## src/rtl/fault_campaign_controller.sv

```systemverilog
// Sweeps a burst-error injector over a fixed 49-case campaign (baseline plus 4x12 bursts)
// and tallies checker verdicts, keeping sticky status and the first undetected case.
module fault_campaign_controller #(
  parameter int unsigned SETTLE  = 2,
  parameter int unsigned TIMEOUT = 64
) (
  input  logic       clk,
  input  logic       rst_n,
  input  logic       start,
  input  logic       abort,
  output logic [3:0] fault_start_addr,
  output logic [1:0] burst_error_length,
  output logic       fault_en,
  output logic       chk_req,
  input  logic       chk_valid,
  input  logic       chk_err,
  output logic       busy,
  output logic       done,
  output logic [5:0] detect_cnt,
  output logic [5:0] miss_cnt,
  output logic       false_alarm,
  output logic       timeout_err,
  output logic       aborted,
  output logic [3:0] first_miss_addr,
  output logic [1:0] first_miss_len,
  output logic       miss_seen
);

  typedef enum logic [1:0] {IDLE, APPLY, WAIT, DONE} state_t;

  localparam logic [3:0] SETTLE_LAST  = 4'(SETTLE - 1);
  localparam logic [7:0] TIMEOUT_LAST = 8'(TIMEOUT - 1);
  localparam logic [5:0] LAST_CASE    = 6'd48;

  state_t     state, state_nxt;
  logic [5:0] case_idx;
  logic [3:0] cur_addr;
  logic [1:0] cur_len;
  logic [3:0] settle_cnt;
  logic [7:0] wait_cnt;
  logic       record;
  logic       active;

  always_ff @(posedge clk or negedge rst_n) begin
    if (!rst_n) state <= IDLE;
    else        state <= state_nxt;
  end

  always_comb begin
    state_nxt = state;
    record    = 1'b0;
    case (state)
      IDLE:  if (start) state_nxt = APPLY;
      APPLY: begin
        if (abort)                          state_nxt = DONE;
        else if (settle_cnt == SETTLE_LAST) state_nxt = WAIT;
      end
      WAIT: begin
        // abort outranks a coincident verdict, which is then dropped
        if (abort) state_nxt = DONE;
        else if (chk_valid) begin
          record    = 1'b1;
          state_nxt = (case_idx == LAST_CASE) ? DONE : APPLY;
        end else if (wait_cnt == TIMEOUT_LAST) state_nxt = DONE;
      end
      DONE:    state_nxt = IDLE;
      default: state_nxt = IDLE;
    endcase
  end

  assign active             = (state == APPLY) || (state == WAIT);
  assign busy               = (state != IDLE);
  assign done               = (state == DONE);
  assign chk_req            = (state == APPLY) && (settle_cnt == SETTLE_LAST);
  assign fault_en           = active && (case_idx != 6'd0);
  assign fault_start_addr   = active ? cur_addr : '0;
  assign burst_error_length = active ? cur_len  : '0;

  always_ff @(posedge clk or negedge rst_n) begin
    if (!rst_n) begin
      case_idx        <= '0;
      cur_addr        <= '0;
      cur_len         <= '0;
      settle_cnt      <= '0;
      wait_cnt        <= '0;
      detect_cnt      <= '0;
      miss_cnt        <= '0;
      false_alarm     <= 1'b0;
      timeout_err     <= 1'b0;
      aborted         <= 1'b0;
      first_miss_addr <= '0;
      first_miss_len  <= '0;
      miss_seen       <= 1'b0;
    end else begin
      case (state)
        IDLE: if (start) begin
          case_idx        <= '0;
          cur_addr        <= '0;
          cur_len         <= '0;
          settle_cnt      <= '0;
          detect_cnt      <= '0;
          miss_cnt        <= '0;
          false_alarm     <= 1'b0;
          timeout_err     <= 1'b0;
          aborted         <= 1'b0;
          first_miss_addr <= '0;
          first_miss_len  <= '0;
          miss_seen       <= 1'b0;
        end
        APPLY: begin
          settle_cnt <= settle_cnt + 4'd1;
          wait_cnt   <= '0;
          if (abort) aborted <= 1'b1;
        end
        WAIT: begin
          wait_cnt <= wait_cnt + 8'd1;
          if (abort) aborted <= 1'b1;
          else if (record) begin
            if (case_idx == 6'd0) begin
              if (chk_err) false_alarm <= 1'b1;
            end else if (chk_err) begin
              detect_cnt <= detect_cnt + 6'd1;
            end else begin
              miss_cnt <= miss_cnt + 6'd1;
              if (!miss_seen) begin
                miss_seen       <= 1'b1;
                first_miss_addr <= cur_addr;
                first_miss_len  <= cur_len;
              end
            end
            if (case_idx != LAST_CASE) begin
              case_idx   <= case_idx + 6'd1;
              settle_cnt <= '0;
              // baseline and case 1 share coordinates (0,0), so only step after case 1 onwards
              if (case_idx != 6'd0) begin
                if (cur_addr == 4'd11) begin
                  cur_addr <= '0;
                  cur_len  <= cur_len + 2'd1;
                end else begin
                  cur_addr <= cur_addr + 4'd1;
                end
              end
            end
          end else if (!chk_valid && wait_cnt == TIMEOUT_LAST) begin
            timeout_err <= 1'b1;
          end
        end
        default: ;
      endcase
    end
  end

endmodule

```

## config.mk

```make
export PLATFORM = sky130hd
export DESIGN_NAME = fault_campaign_controller
export DESIGN_NICKNAME = d
export VERILOG_FILES = /design/src/rtl/fault_campaign_controller.sv
export SDC_FILE = /design/constraint.sdc
export NUM_CORES = 1
export LEC_CHECK = 0
export CAP_MARGIN = 20
export CORE_MARGIN = 2
export CORE_UTILIZATION = 50
export CTS_CLUSTER_DIAMETER = 200
export DETAILED_ROUTE_END_ITERATION = 10
export PLACE_DENSITY = 0.77
export RECOVER_POWER = 100
export SYNTH_ARGS = -nofsm -noshare
export SYNTH_HDL_FRONTEND = slang
export SYNTH_SLANG_ARGS = --single-unit
```

## constraint.sdc

```tcl
create_clock -name clk -period 2.08 [get_ports clk]
set_input_delay 0.208 -clock clk [delete_from_list [all_inputs] [get_ports clk]]
set_output_delay 0.208 -clock clk [all_outputs]
set_load 0.005 [all_outputs]
```

Word level (Yosys, flattened, before mapping). Cells that the tools add are included.

Bits in registers: 48. Output and inout bits: 32.

Muxes and demuxes: 76. Equal/unequal tests: 24. Reductions and logical operators: 25. Add/subtract/negate cells: 7.

Operators by type and width (number): 6-bit 2-to-1 mux (12); 4-bit 2-to-1 mux (15); 2-bit 2-to-1 mux (19); 6-bit case mux with 2 select lines (3); 6-bit AND reduction (4); 6-bit by 1-bit adder with 6-bit output, second input constant (3); 1-bit 2-to-1 mux (16); 2-bit inequality test, second input constant (8); 4-bit case mux with 2 select lines (2); 8-bit case mux with 2 select lines (1); 5-bit AND reduction (3); 7-bit AND reduction (2); 2-bit by 1-bit inequality test with 1-bit output, second input constant (6); 4-bit case mux with 3 select lines (1); 4-bit by 1-bit adder with 4-bit output, second input constant (2); 8-bit by 1-bit adder with 8-bit output, second input constant (1); 8-bit by 6-bit equality test with 1-bit output, second input constant (1); 1-bit case mux with 2 select lines (4); 2-bit case mux with 2 select lines (2); 2-bit case mux with 4 select lines (1); 2-bit nonzero test (4); 6-bit equality test, second input constant (1); 6-bit zero test (1); 6-bit inequality test, second input constant (1); 15 further kinds (19).

Depth between registers and ports, before layout. Gate-level depths: netlist of run 1.

Word-level depth: 7. Mapped depth: 8. Mapped depth without buffers: 6.

Worst setup path before layout of run 1. OpenSTA, ideal clock, no wires.

Path kind: register -> register. Start: reg state[0]. End: reg detect_cnt[5]. Path slack: 0.068 ns. Library setup time: 0.078 ns. Required time: 2.002 ns. Cell stages (with the launch flop): 9. Arrival time: 1.934 ns. Cells stage by stage: dfrtp_1 -> inv_1 -> ha_1 -> buf_6 -> nor4bb_1 -> buf_2 -> a221o_1 -> or3_1 -> a21oi_1.

Longest elaborated chain between the ends: 4. Elaborated cells on any way between the ends: 11. Those cells by class: 6 x eq/ne; 2 x mux; 3 x reduce/logical.

RTL lines: start, declared (line 35) `state_t state, state_nxt;`; start signal, assigned (line 46) `else state <= state_nxt;`; 2-bit equality test (line 52, 95); 1-bit 2-to-1 mux (line 52) `case (state)`; 2-bit inequality test (no line); 6-bit AND reduction (no line); end signal, assigned (line 122) `detect_cnt <= detect_cnt + 6'd1;`; end, declared (line 19) `output logic [5:0] detect_cnt,`.

Several ways; a longest one is shown, not always the timed one. A chain may end at the register's enable or synchronous reset.

Worst setup path in the final report of run 1.
Start: reg state[1]. End: out fault_start_addr[1].

Longest elaborated chain between the ends: 3. Elaborated cells on any way between the ends: 4. Those cells by class: 2 x eq/ne; 1 x mux; 1 x reduce/logical.

RTL lines: 2-bit by 1-bit equality test with 1-bit output or 2-bit equality test (tied branches) (line 71) `assign active = (state == APPLY) || (state == WAIT);`; 1-bit logical OR * (line 71); via active (line 42) `logic active;`; 4-bit 2-to-1 mux * (line 76) `assign fault_start_addr = active ? cur_addr : '0;`; end, declared (line 11) `output logic [3:0] fault_start_addr,`.

The timed path passes the listed nets; every way through them passes the cells marked *.

==> flow_summary.ini, run 1 <==
[timing]
layout_setup_ws_ns = 0.0135
hold_violations = 0
slew_headroom = 0.0279
min_period_ns = 2.07
rsz0062_at_grt = yes
clock_skew_ns = 0.00630
setup_viol = 0
drv_slew = 0
worstMarginPinSlew_ns = 1.46
post-route-period-util = 0.994
fmax_mhz = 484

[final_layout]
layout-drive-gt1-share = 0.142
fin_nets = 383
diodes = 0
num-fill-cells = 437
post-route-util = 0.658
area_growth_pct = 29.2

[critical_path]
cp_data_arrival_time_ns = 1.86
cp-end-kind = output port
crit_path_cell_trace = inv_1 > ha_2 > and2_1 > clkdlybuf4s50_1
path_class = reg2out
r2r_setup_slack_ns = 0.02
reg2regPathDepth = 7
r2r_start = case_idx[1]$_DFFE_PN0P_
r2r_end = miss_cnt[5]$_DFFE_PN0P_
startpoint = state[1]$_DFFE_PN0P_
cp_max_fo = 8
required_ns = 1.87
worst_setup_path_start_kind = register
slowest_stage = clkdlybuf4s50_1
cpPeakStageDelay_ns = 0.50

[floorplanning]
ios = 38
dieArea_um2 = 6150
fp.coreArea_um2 = 5440
rows = 27
initial_utilization = 0.509
die_h_um = 78.4
fp.dieW_um = 78.4

[route]
drtIter0Drc = 165
wire_per_inst_um = 14.7
vias_per_cell = 5.61
drc_errors = 0
vias = 2452
wirelength_um = 6410
first_pass_iters = 4
antenna_left = 0

[power]
peakVddDrop_mv = 0.652
internal_power_uw = 2470
seqPwrFrac = 0.324
switchingPower_uw = 1680
p_comb_frac = 0.538
p_leak_uw = 0.00163
pwr-share-clk = 0.138
p_per_area_nw_per_um2 = 1160
swShare = 0.405

[synth]
synth_edf_count = 0
netlist_area_um2 = 2770
synth-seq-cells = 48
syn-instance-count = 296
syn_area_per_cell_um2 = 9.35
synth_cell_type_count = 52
async_flop_share = 1.00
syn-num-nets = 315
synth.yosys.warnings = 0
ys.flop_type = dfrtp_1
ys_seq_area_frac = 0.434

[grt]
overflow = 0
antenna_found_initial = 0
grt_pass1_vias = 2278
grt_pass1_wl_um = 10600
track_usage = 0.220
grt_max_degree = 26

[cts]
worstSkewPairLatency_ns = 0.30
cts_buffer_depth = 2
htree_levels = 2
tritoncts = built
path_clk_slew_ns = 0.09
cts_sinks = 48
cts_made_buffers = 5
root_buffer = clkbuf_8

[status]
outcome = complete, no violations

[place]
dp_hpwl_um = 4670
finalWeightedCongestion = 0.873
io_buffer_count = 37
pre_cts_ws_ns = 0.00863

[min_path]
min_path_type = reg2reg
min_from = false_alarm$_DFFE_PN0P_
hold_end = false_alarm$_DFFE_PN0P_
worstHoldPathCells = 1

[job]
cap_violations = 0
-- flip-flops by register name, indices dropped and copies added, names as in the netlist --
register / cells
settle_cnt: 4
detect_cnt: 6
wait_cnt: 8
aborted: 1
cur_len: 2
miss_seen: 1
miss_cnt: 6
false_alarm: 1
timeout_err: 1
first_miss_len: 2
case_idx: 6
cur_addr: 4
state: 2
first_miss_addr: 4
-- area by class of cell --
type / instances / area (um2) / share of cell area
multi-input cells: 223 / 1530 / 0.428
well taps: 72 / 90.1 / 0.0252
repair buffers: 70 / 604 / 0.169
inverters: 16 / 60.1 / 0.0168
clock buffers: 8 / 90.1 / 0.0252
flip-flops and latches: 48 / 1200 / 0.336
-- per-layer routing --
metal / track usage / wire (um)
met5: 0 / 0
met4: 0.0877 / 127
met2: 0.353 / 3020
met3: 0.0448 / 244
met1: 0.291 / 3020
-- power by group through the flow --
stage	sequential (uW)	clock, uW	combinational (uW)
floorplan	1330	0	1250
global placement	1350	0	2130
detailed placement	1360	0	2170
CTS	1340	588	2230
global route	1380	623	2500
finish	1350	574	2230
-- per-stage QoR --
stage / power, uW / TNS [ns] / cells / cell area [um2] / hold slack [ns]
detailed placement: 3540 / 0 / 423 / 3390 / 0.249
finish: 4150 / 0 / 437 / 3580 / 0.491
global placement: 3470 / 0 / 423 / 3390 / 0.254
global route: 4500 / -0.681 / 437 / 3580 / 0.505
floorplan: 2580 / 0 / 296 / 2770 / -0.0876
CTS: 4160 / -0.0193 / 434 / 3530 / 0.462
-- how the worst max path moves through the flow --
stage                                endpoint  slack (ns)
floorplan           detect_cnt[5]$_DFFE_PN0P_        0.07
global placement                     fault_en        0.04
detailed placement                   fault_en       0.009
CTS                                  fault_en       -0.01
global route              fault_start_addr[1]       -0.08
finish                    fault_start_addr[1]        0.01
-- cell usage after synthesis, types with 3 or more instances --
library cell  count  area, um2
ha_1             13        163
and2_1           10       62.6
a21o_1            5       37.5
nand3_1          22        110
xnor2_1           4       35.0
nor3b_1           4       30.0
nand2b_1          7       43.8
o21ai_0          19       95.1
or3_1             8       50.1
a221o_1           5       50.1
a21oi_1          11       55.1
nor3_1            7       35.0
o211ai_1          3       22.5
nand3b_1          9       67.6
clkbuf_1          5       18.8
o221ai_1          3       26.3
nand2_1          33        124
mux2i_1           7       70.1
inv_1            16       60.1
nor2_1           12       45.0
nor2b_1           3       18.8
dfrtp_1          48       1200
-- timing repair --
action / CTS / global route
resized for setup: 8 / 13
hold endpoints to repair: 24 / 0
endpoints found under the setup margin: 8 / 27
pin swaps: 0 / 3
buffers inserted: 2 / 2
hold buffers: 1 / 0
cloned: 0 / 1
-- worst max-delay path: cells and delay by family, from the launching register on --
family / cells / cell delay [ns]
and+or+nand+nor: 1 / 0.17
DFF: 1 / 0.39
adders and majority gates: 1 / 0.43
buffers and inverters: 2 / 0.58
-- cell families (layout without fill, tap and decap cells) --
family,Yosys count,in the layout,share of synthesized area
xor+xnor,4,4,0.0127
simple gates,130,130,0.257
fa+ha+maj,13,13,0.0587
compound gates,66,67,0.163
flops,48,48,0.434
mux,9,9,0.0334
buf+inv,26,94,0.0411
-- layout by cell type, fill, tap and decap left out, drive strengths merged, types with 4 or more instances in the layout --
| cell type | n |
|---|---|
| and2 | 10 |
| dfrtp | 48 |
| nor3 | 7 |
| nor3b | 4 |
| nor2 | 12 |
| nand3b | 9 |
| xnor2 | 4 |
| buf | 26 |
| dlygate4sd3 | 25 |
| ha | 13 |
| a21oi | 11 |
| inv | 16 |
| nand3 | 22 |
| mux2i | 7 |
| clkdlybuf4s50 | 11 |
| nand2b | 7 |
| nand2 | 33 |
| a21o | 5 |
| clkbuf | 16 |
| o21ai | 19 |
| a221o | 6 |
| or3 | 8 |
Power figures use the tool's default switching activity.
==> run 2, diff against run 1 <==
--- a/config.mk
+++ b/config.mk
@@ -5,6 +5,7 @@
 export SDC_FILE = /design/constraint.sdc
 export NUM_CORES = 1
 export LEC_CHECK = 0
+export ABC_CLOCK_PERIOD_IN_PS = 2080
 export CAP_MARGIN = 20
 export CORE_MARGIN = 2
 export CORE_UTILIZATION = 50
==> results of run 2 <==
Same layout as run 1: the final DEF is identical, and so are final timing and power.
